<file path="config.mk">
export PLATFORM = sky130hd
export DESIGN_NAME = exp6_detector_jogada
export DESIGN_NICKNAME = d
export VERILOG_FILES = /design/src/rtl/exp6_detector_jogada_pkg.sv /design/src/rtl/exp6_sincronizador.sv /design/src/rtl/exp6_detector_jogada.sv
export SDC_FILE = /design/constraint.sdc
export NUM_CORES = 1
export LEC_CHECK = 0
export BUFFER_PORTS_ARGS = -buffer_cell sky130_fd_sc_hd__buf_2
export CORE_AREA = 3 3 63 65
export DETAILED_ROUTE_END_ITERATION = 10
export DIE_AREA = 0 0 66 68
export PLACE_DENSITY_LB_ADDON = 0.12
export SYNTH_ARGS = -nofsm -noshare
export SYNTH_HDL_FRONTEND = slang
export SYNTH_SLANG_ARGS = --single-unit
</file>
<file path="constraint.sdc">
create_clock -name clock -period 5.9 [get_ports clock]
set_clock_uncertainty 0.15 [all_clocks]
set_input_delay 0.59 -clock clock [delete_from_list [all_inputs] [get_ports clock]]
set_output_delay 0.59 -clock clock [all_outputs]
set_load 0.02 [all_outputs]
</file>
<file path="src/rtl/exp6_detector_jogada_pkg.sv">
// Shared definitions for the play detector: FSM state codes (also shown on the
// debug display) and the one-hot check used to validate a filtered press.
package exp6_detector_jogada_pkg;

  localparam int unsigned MAX_BOTOES = 32;

  typedef enum logic [2:0] {
    ESPERA  = 3'd0,
    FILTRA  = 3'd1,
    PULSO   = 3'd2,
    REJEITA = 3'd3,
    SOLTA   = 3'd4
  } estado_t;

  // Callers zero-extend narrower button vectors to MAX_BOTOES
  function automatic logic one_hot(input logic [MAX_BOTOES-1:0] v);
    return (v != '0) && ((v & (v - MAX_BOTOES'(1))) == '0);
  endfunction

endpackage

</file>
<file path="src/rtl/exp6_sincronizador.sv">
// Two-flop synchroniser for asynchronous inputs, cleared to zero by reset.
module exp6_sincronizador #(
  parameter int unsigned WIDTH = 4
) (
  input  logic             clock,
  input  logic             reset,
  input  logic [WIDTH-1:0] d,
  output logic [WIDTH-1:0] q
);

  logic [WIDTH-1:0] meta;

  always_ff @(posedge clock or posedge reset) begin
    if (reset) begin
      meta <= '0;
      q    <= '0;
    end else begin
      meta <= d;
      q    <= meta;
    end
  end

endmodule

</file>
<file path="src/rtl/exp6_detector_jogada.sv">
// Play detector: synchronises and debounces the push-buttons, emits one pulse
// plus a one-hot code per valid press and flags simultaneous presses.
module exp6_detector_jogada
  import exp6_detector_jogada_pkg::*;
#(
  parameter int unsigned N_BOTOES        = 4,
  parameter int unsigned DEBOUNCE_CICLOS = 4,
  parameter int unsigned CNT_W           = 16
) (
  input  logic                clock,
  input  logic                reset,
  input  logic [N_BOTOES-1:0] botoes,
  input  logic                limpa,
  output logic                jogada,
  output logic [N_BOTOES-1:0] jogada_valor,
  output logic                erro_multipla,
  output logic                botoes_soltos,
  output logic [2:0]          db_estado
);

  localparam logic [CNT_W-1:0] CNT_FIM = CNT_W'(DEBOUNCE_CICLOS - 1);

  estado_t             estado, estado_prox;
  logic [N_BOTOES-1:0] s;
  logic [N_BOTOES-1:0] snap, snap_prox;
  logic [N_BOTOES-1:0] valor_prox;
  logic [CNT_W-1:0]    cnt, cnt_prox;

  exp6_sincronizador #(
    .WIDTH(N_BOTOES)
  ) u_sinc (
    .clock(clock),
    .reset(reset),
    .d    (botoes),
    .q    (s)
  );

  always_ff @(posedge clock or posedge reset) begin
    if (reset) begin
      estado       <= ESPERA;
      cnt          <= '0;
      snap         <= '0;
      jogada_valor <= '0;
    end else begin
      estado       <= estado_prox;
      cnt          <= cnt_prox;
      snap         <= snap_prox;
      jogada_valor <= valor_prox;
    end
  end

  always_comb begin
    estado_prox = estado;
    cnt_prox    = cnt;
    snap_prox   = snap;
    // A capture on the same edge overrides the clear below
    valor_prox  = limpa ? '0 : jogada_valor;

    unique case (estado)
      ESPERA: begin
        if (s != '0) begin
          snap_prox   = s;
          cnt_prox    = '0;
          estado_prox = FILTRA;
        end
      end
      FILTRA: begin
        if (s != snap) begin
          estado_prox = ESPERA;
        end else if (cnt == CNT_FIM) begin
          if (one_hot(MAX_BOTOES'(snap))) begin
            estado_prox = PULSO;
            valor_prox  = snap;
          end else begin
            estado_prox = REJEITA;
          end
        end else begin
          cnt_prox = cnt + CNT_W'(1);
        end
      end
      PULSO, REJEITA: begin
        cnt_prox    = '0;
        estado_prox = SOLTA;
      end
      SOLTA: begin
        if (s != '0) begin
          cnt_prox = '0;
        end else if (cnt == CNT_FIM) begin
          estado_prox = ESPERA;
        end else begin
          cnt_prox = cnt + CNT_W'(1);
        end
      end
      default: estado_prox = ESPERA;
    endcase
  end

  assign jogada        = (estado == PULSO);
  assign erro_multipla = (estado == REJEITA);
  assign botoes_soltos = (estado == ESPERA);
  assign db_estado     = estado;

endmodule

</file>
Word level (Yosys, flattened, before mapping). Index checks and enable logic that the tools add are counted.

Bits in registers: 35. Bits in latches: 0. RAM bits: 0. ROM bits: 0. Input bits: 7. Output and inout port bits: 10. Word-level logic and storage cells: 47. Memories kept: 0.

Add/sub/neg operators: 2. $mul: 0. Divide/modulo/power cells: 0. $lt $le $gt $ge: 0. Equal/unequal tests: 11. Shift-type cells: 0. Multiplexer cells: 17. Bitwise operators: 1. Reductions and logical operators: 10.

Operator list (number): two-way mux 16 bit (4); one-hot mux 16 bit (4 select lines) (1); bitwise AND 4 x 32 -> 32 bit (1); logical NOT 32 bit (1); two-way mux 4 bit (5); adder 16 x 1 -> 16 bit, second input constant (1); == test 16 x 2 -> 1 bit, second input constant (1); two-way mux 3 bit (5); one-hot mux 3 bit (4 select lines) (1); nonzero test 4 bit (3); == test 3 x 2 -> 1 bit, second input constant (2); != test 2 bit, second input constant (3); subtractor 4 x 1 -> 5 bit, second input constant (1); != test 4 bit (1); AND reduction 4 bit (1); == test 3 x 1 -> 1 bit, second input constant (1); == test 3 bit, second input constant (1); logical NOT 3 bit (1); != test 3 bit, second input constant (1); AND reduction 3 bit (1); != test 2 x 1 -> 1 bit, second input constant (1); AND reduction 2 bit (1); OR reduction 2 bit (1); logical AND 1 bit (1); two-way mux 1 bit (1).

Longest topological paths before layout. Gate-level depths: netlist of the first run.

Depth after elaboration: 8. Depth in mapped cells: 7. Depth with buffers taken out: 6.

Modules after synthesis. A second synthesis of the first run with hierarchy kept.

Cells, all modules: 168. Area total of the unflattened synthesis: 1771.7 µm².

By module, submodules not included: exp6_detector_jogada (instances 1, cells an instance 159, area an instance 1567.8 µm²); exp6_sincronizador (instances 1, cells an instance 9, area an instance 203.9 µm²).

Worst setup path before layout of the first run. OpenSTA, ideal clock, no wires.

Kind: reg-to-output. From: register estado[1] (netlist: db_estado[1]). To: output port botoes_soltos. Arrival time: 1.281 ns. Data required time: 5.160 ns. Path slack: 3.879 ns. Cell stages (with the launch flop): 2. Path through: dfrtp_1 nor3_1.

Cells in the longest elaborated chain, start to end: 1.

Ends and longest elaborated chain: from (decl) (RTL line exp6_detector_jogada.sv:23) `estado_t estado, estado_prox;`; from (signal assigned) (RTL line exp6_detector_jogada.sv:45) `estado <= estado_prox;`; logical NOT 3 bit (RTL line exp6_detector_jogada.sv:100) `assign botoes_soltos = (estado == ESPERA);`; to (decl) (RTL line exp6_detector_jogada.sv:17) `output logic botoes_soltos,`.

No other way between the ends.

Worst setup path after layout of the first run. Same ends and word-level chain as after synthesis.

==> results of run 1 <==
-- synth_stat cells, types with 4 or more instances --
cell type,n,area [um^2]
nand2_1,23,86.3
nor3_1,4,20.0
dfrtp_1,35,876
mux2_1,4,45.0
nor2_1,5,18.8
or4_1,13,97.6
a21oi_1,4,20.0
xnor2_1,4,35.0
nand3_1,10,50.1
o211ai_1,13,97.6
nor2b_1,4,25.0
a22o_1,4,35.0
nand4_1,5,31.3
-- worst reg2reg max path: stages, from the launching register on --
cell     delay [ps]
dfrtp_1         430
or4_4           590
nand2_4         110
and2_1          560
a21oi_1         170
mux2i_1         150
-- worst min-delay path by stage --
stage,from,end,slack (ps),depth (start not counted)
after floorplan,u_sinc.meta[0]$_DFF_PP0_,u_sinc.q[0]$_DFF_PP0_,180,0
after global placement,u_sinc.meta[2]$_DFF_PP0_,u_sinc.q[2]$_DFF_PP0_,180,0
after detailed placement,u_sinc.meta[0]$_DFF_PP0_,u_sinc.q[0]$_DFF_PP0_,190,0
after CTS,reset,cnt[10]$_DFFE_PP0P_,170,3
after global routing,botoes[1],u_sinc.meta[1]$_DFF_PP0_,180,1
final,reset,cnt[3]$_DFFE_PP0P_,170,3
-- layer usage --
metal	track usage	up-vias
met3	0.0411	2
met2	0.250	46
met1	0.229	644
met5	0	-
met4	0.0838	0
li1	-	657
-- power by group through the flow --
stage / clock network, W / logic (W) / registers, W
after floorplan: 0 / 0.000131 / 0.000294
after global placement: 0 / 0.000154 / 0.000296
after detailed placement: 0 / 0.000158 / 0.000298
after CTS: 0.000186 / 0.000159 / 0.000294
after global routing: 0.000195 / 0.000174 / 0.000297
final: 0.000180 / 0.000160 / 0.000294
-- kinds of logic after synthesis --
kind of cell | after synthesis
buf+inv | 10
xor+xnor | 5
compound gates | 28
flops | 35
fa+ha+maj | 1
mux | 6
simple gates | 83
-- flip-flops by register name (all words and copies together) (netlist names) --
signal,cells
cnt,16
jogada_valor,4
snap,4
u_sinc.meta,4
u_sinc.q,4
db_estado,3
-- through the flow --
step	worst slack (ps)	instance area [um^2]	total power (W)	utilization
3_5_place_dp	3670	1820	0.000456	0.538
2_1_floorplan	3880	1720	0.000425	-
4_1_cts	3540	1910	0.000639	0.563
3_3_place_gp	3760	1820	0.000450	0.538
6_report	3560	1910	0.000635	0.563
5_1_grt	3440	1910	0.000665	0.563
-- layout make-up --
cell class              instances  area share
well taps                      46      0.0301
inverters                       2     0.00393
clock buffers                   6      0.0269
multi-input cells             123       0.416
repair buffers                 17      0.0459
clock inverters                 2      0.0183
flip-flops and latches         35       0.459
==> flow_metrics.tcl, run 1 <==
set metrics [dict create \
    slew_violations 0 \
    topRoutingLayerUsed "met4" \
    status "completed" \
    wl_met2_um 1540 \
    regArea_um2 876 \
    powerDensity_mw_per_mm2 332 \
    post_drt_wl_per_cell_um 14.8 \
    ant_nets 0 \
    ys.flop_type "dfrtp_1" \
    swShare 0.340 \
    critPathLaunchType "flip-flop" \
    p_clk_frac 0.284 \
    r2r_end "cnt[13]$_DFFE_PP0P_" \
    end_kind "output port" \
    vias 1349 \
    timing.setup.tns_ps 0 \
    post_cts_resized 0 \
    cts_inserted_buffers 5 \
    num_rows 21 \
    muxShareOfSynthArea 0.0379 \
    nNetsFinal 192 \
    async_flop_share 1.00 \
    initial_core_util 0.507 \
    final_layout_size_suffix_gt1_frac 0.157 \
    max_clock_freq_mhz 427 \
    p_seq_frac 0.463 \
    path_max_fanout 7 \
    synth_top_family_by_area "simple AND/OR/NAND/NOR gates" \
    rrSetupSlack_ps 3640 \
    yosys_warnings 0 \
    worstPathArrival_ps 1600 \
    internal_power_w 0.000418 \
    grt_pass1_vias 1213 \
    wl_um 3410 \
    layout_commonest_cell "dfrtp_1" \
    clock_sinks 35 \
    grt_max_degree 36 \
    cp-startpoint "db_estado[1]$_DFFE_PP0P_" \
    drtIter0Drc 61 \
    synth_adder_area_share 0.00728 \
    grt-ovfl-total 0 \
    synthCells 168 \
    tritoncts "built" \
    cts_root_buf "clkbuf_4" \
    relSlewSlack 0.403 \
    gp_congestion 0.847 \
    post_cts_buffers 0 \
    num-fill-cells 288 \
    p_comb_frac 0.253 \
    ys_ff_latch 35 \
    netlist_area_mm2 0.00172 \
    crit_required_ps 5160 \
    die_area_mm2 0.00449 \
    hold_viol_final 0 \
    wl_met3_um 211 \
    synth_compound_gate_area_share 0.115 \
    synth_edf_count 0 \
    tightest_slew_ps 895 \
    vias_per_cell 5.84 \
    yosys.area_share.simple 0.277 \
    setup_viol 0 \
    layoutNonFillerInstCount 231 \
    r2r-start "u_sinc.q[1]$_DFF_PP0_" \
    period_share 0.397 \
    crit_path_top_delay_cell "nor3_1" \
    cts.path.max_buffers 2 \
    fp.dieW_um 66 \
    syn_avg_cell_area_um2 10.2 \
    slowest_delay_ps 540 \
    hp-class "in2async" \
    drt_pre_antenna_iters 4 \
    track_usage 0.168 \
    p_leak_nw 0.881 \
    area_delta_synth_final_pct 11.1 \
    io_buffers 16 \
    antennaDiodeCount 0 \
    worstRegToRegCells 5 \
    maxCapViolCount 0 \
    cp.depth 2 \
    rsz0062_at_grt "no" \
    antenna_found_initial 0 \
    die_y_um 68 \
    most-common-layout-cells "dfrtp_1, nand2_1, buf_2" \
    cts_hold_buf 0 \
    path_buf_inv 1 \
    holdWs_ps 167 \
    path_cells "nor3_1, buf_2" \
    grt_pass1_wl_um 5630 \
    drc 0 \
    core_mm2 0.00339 \
    hpwl_um 2330 \
    worstSetupPathType "reg2out" \
    yosysSeqAreaShare 0.510 \
    vdd_drop_max_uv 134 \
    synth_nets 176 \
    multi_input_area_um2 795 \
    net-switching-power_w 0.000216 \
    path_clk_slew_ps 110 \
    ioPinCount 17 \
    fin_crit_ps 2340 \
    place_inst 223 \
    htreeDepth 2 \
    clk_latency_ps 340 \
    endpoint "botoes_soltos" \
    synth.distinct_cells 39 \
    wl_met1_um 1640 \
    cp_top_family "simple AND/OR/NAND/NOR gates" \
    synthXorXnorAreaFrac 0.0255 \
]
No activity file was read; power rests on OpenSTA's default activity.
==> run 2: changes to the inputs <==
- clock period: 5.9 -> 2.06 ns (I/O delays scaled with it)
==> run 2 against run 1 <==
  * Sequential cell count unchanged
  * Clock power increased to 3.5 times the previous value
  * Via count increased by 8.0%
==> flow_metrics.tcl, run 2 (synthesis gave the netlist of run 1 again) <==
set metrics [dict create \
    status "completed" \
    clk_latency_ps 350 \
    drc 0 \
    core_mm2 0.00339 \
    hold_viol_final 0 \
    most-common-layout-cells "dfrtp_1, nand2_1, buf_2" \
    layoutNonFillerInstCount 252 \
    tritoncts "built" \
    track_usage 0.191 \
    antenna_found_initial 0 \
    rsz0062_at_grt "yes" \
    io_buffers 16 \
    cts_root_buf "clkbuf_4" \
    htreeDepth 2 \
    crit_required_ps 2200 \
    cts.path.max_buffers 2 \
    slew_violations 0 \
    ant_nets 0 \
    grt_pass1_wl_um 6390 \
    layout_commonest_cell "dfrtp_1" \
    hpwl_um 2580 \
    rrSetupSlack_ps 20 \
    path_max_fanout 7 \
    worstPathArrival_ps 2180 \
    place_area_mm2 0.00193 \
    maxCapViolCount 0 \
    final_layout_size_suffix_gt1_frac 0.291 \
    hp-class "in2reg" \
    fp.dieW_um 66 \
    fin_crit_ps 2040 \
    cp-startpoint "u_sinc.q[2]$_DFF_PP0_" \
    period_share 0.992 \
    place_inst 236 \
    die_area_mm2 0.00449 \
    tightest_slew_ps 446 \
    drtIter0Drc 109 \
    relSlewSlack 0.703 \
    grt_max_degree 36 \
    largest_register "cnt" \
    grt_pass1_vias 1388 \
    drt_pre_antenna_iters 4 \
    worstSetupPathType "reg2reg" \
    area_delta_synth_final_pct 27.3 \
    powerDensity_mw_per_mm2 1000 \
    wl_um 3930 \
    r2r_end "cnt[14]$_DFFE_PP0P_" \
    nNetsFinal 213 \
    end_kind "flip-flop" \
    critPathLaunchType "flip-flop" \
    antennaDiodeCount 0 \
    post_drt_wl_per_cell_um 15.6 \
    gp_congestion 0.830 \
    num-fill-cells 269 \
    stdcell_area_mm2 0.00219 \
    initial_core_util 0.507 \
    vias_per_cell 5.78 \
    vias 1457 \
    num_rows 21 \
    p_leak_nw 1.01 \
    max_clock_freq_mhz 489 \
    grt-ovfl-total 0 \
    setup_viol 0 \
    path_clk_slew_ps 110 \
    cts_inserted_buffers 5 \
    vdd_drop_max_uv 565 \
    clock_sinks 35 \
    min_from "limpa" \
    ioPinCount 17 \
    endpoint "cnt[14]$_DFFE_PP0P_" \
    worstRegToRegCells 5 \
    r2r-start "u_sinc.q[2]$_DFF_PP0_" \
    largest_reg_flops 16 \
    die_y_um 68 \
]
[run 2: cell types whose count changed in the layout (fill, tap and decap cells not counted), sizes merged]
cell and delta:
clkbuf -1, bufinv +1, clkinvlp +1, nand2 +1, buf +15, dlygate4sd3 +5, clkinv -1
[run 2: worst min-delay path by stage]
stage / cells past startpoint / end / slack, ps
2_1_floorplan: 0 / u_sinc.meta[0]$_DFF_PP0_ / 90
3_3_place_gp: 1 / u_sinc.meta[3]$_DFF_PP0_ / 160
3_5_place_dp: 1 / u_sinc.meta[0]$_DFF_PP0_ / 170
4_1_cts: 3 / jogada_valor[0]$_DFF_PP0_ / 90
5_1_grt: 3 / jogada_valor[3]$_DFF_PP0_ / 110
6_report: 3 / jogada_valor[0]$_DFF_PP0_ / 100
[run 2: layout make-up]
class / count / area, um^2 / share of cell area
clock inverter: 3 / 67.6 / 0.0309
multi-input combinational: 124 / 878 / 0.402
tap: 46 / 57.6 / 0.0263
sequential: 35 / 876 / 0.400
timing repair buffer: 37 / 263 / 0.120
inverter: 2 / 7.51 / 0.00343
clock buffer: 5 / 37.5 / 0.0172
[run 2: per-stage QoR]
step           setup slack (ps)  setup TNS (ps)  hold WS (ps)  utilization  power (W)
5_1_grt                   -33.7            -202           114        0.645    0.00231
3_3_place_gp               83.4               0           163        0.570    0.00145
2_1_floorplan              67.9               0          87.4            -    0.00122
4_1_cts                    19.9               0          94.5        0.616    0.00210
3_5_place_dp               41.4               0           166        0.570    0.00148
6_report                   15.9               0          98.5        0.645    0.00219
[run 2: what timing repair did]
action | CTS | global route
resized for setup | 0 | 17
endpoints found under the hold margin | 39 | 0
hold buffers | 5 | 0
endpoints found under the setup margin | 0 | 19
buffers inserted | 0 | 2
[run 2: layer usage]
metal	part of all wire	track usage	wire length, um	vias to the layer above
met5	0	0	0	-
met4	0.018	0.0812	70	0
met3	0.046	0.0394	182	8
met2	0.47	0.305	1850	41
met1	0.47	0.253	1830	709
li1	-	-	-	699
[run 2: critical path, stage by stage, from the launching register on]
cell,delay [ps]
dfrtp_1,440
or4_4,610
nand2_8,120
nand2_4,80
or4_4,520
o21ai_2,60
[run 2: power breakdown]
group	internal, W	switching [W]
logic	0.000344	0.000420
registers	0.000749	0.0000587
clock network	0.000377	0.000245
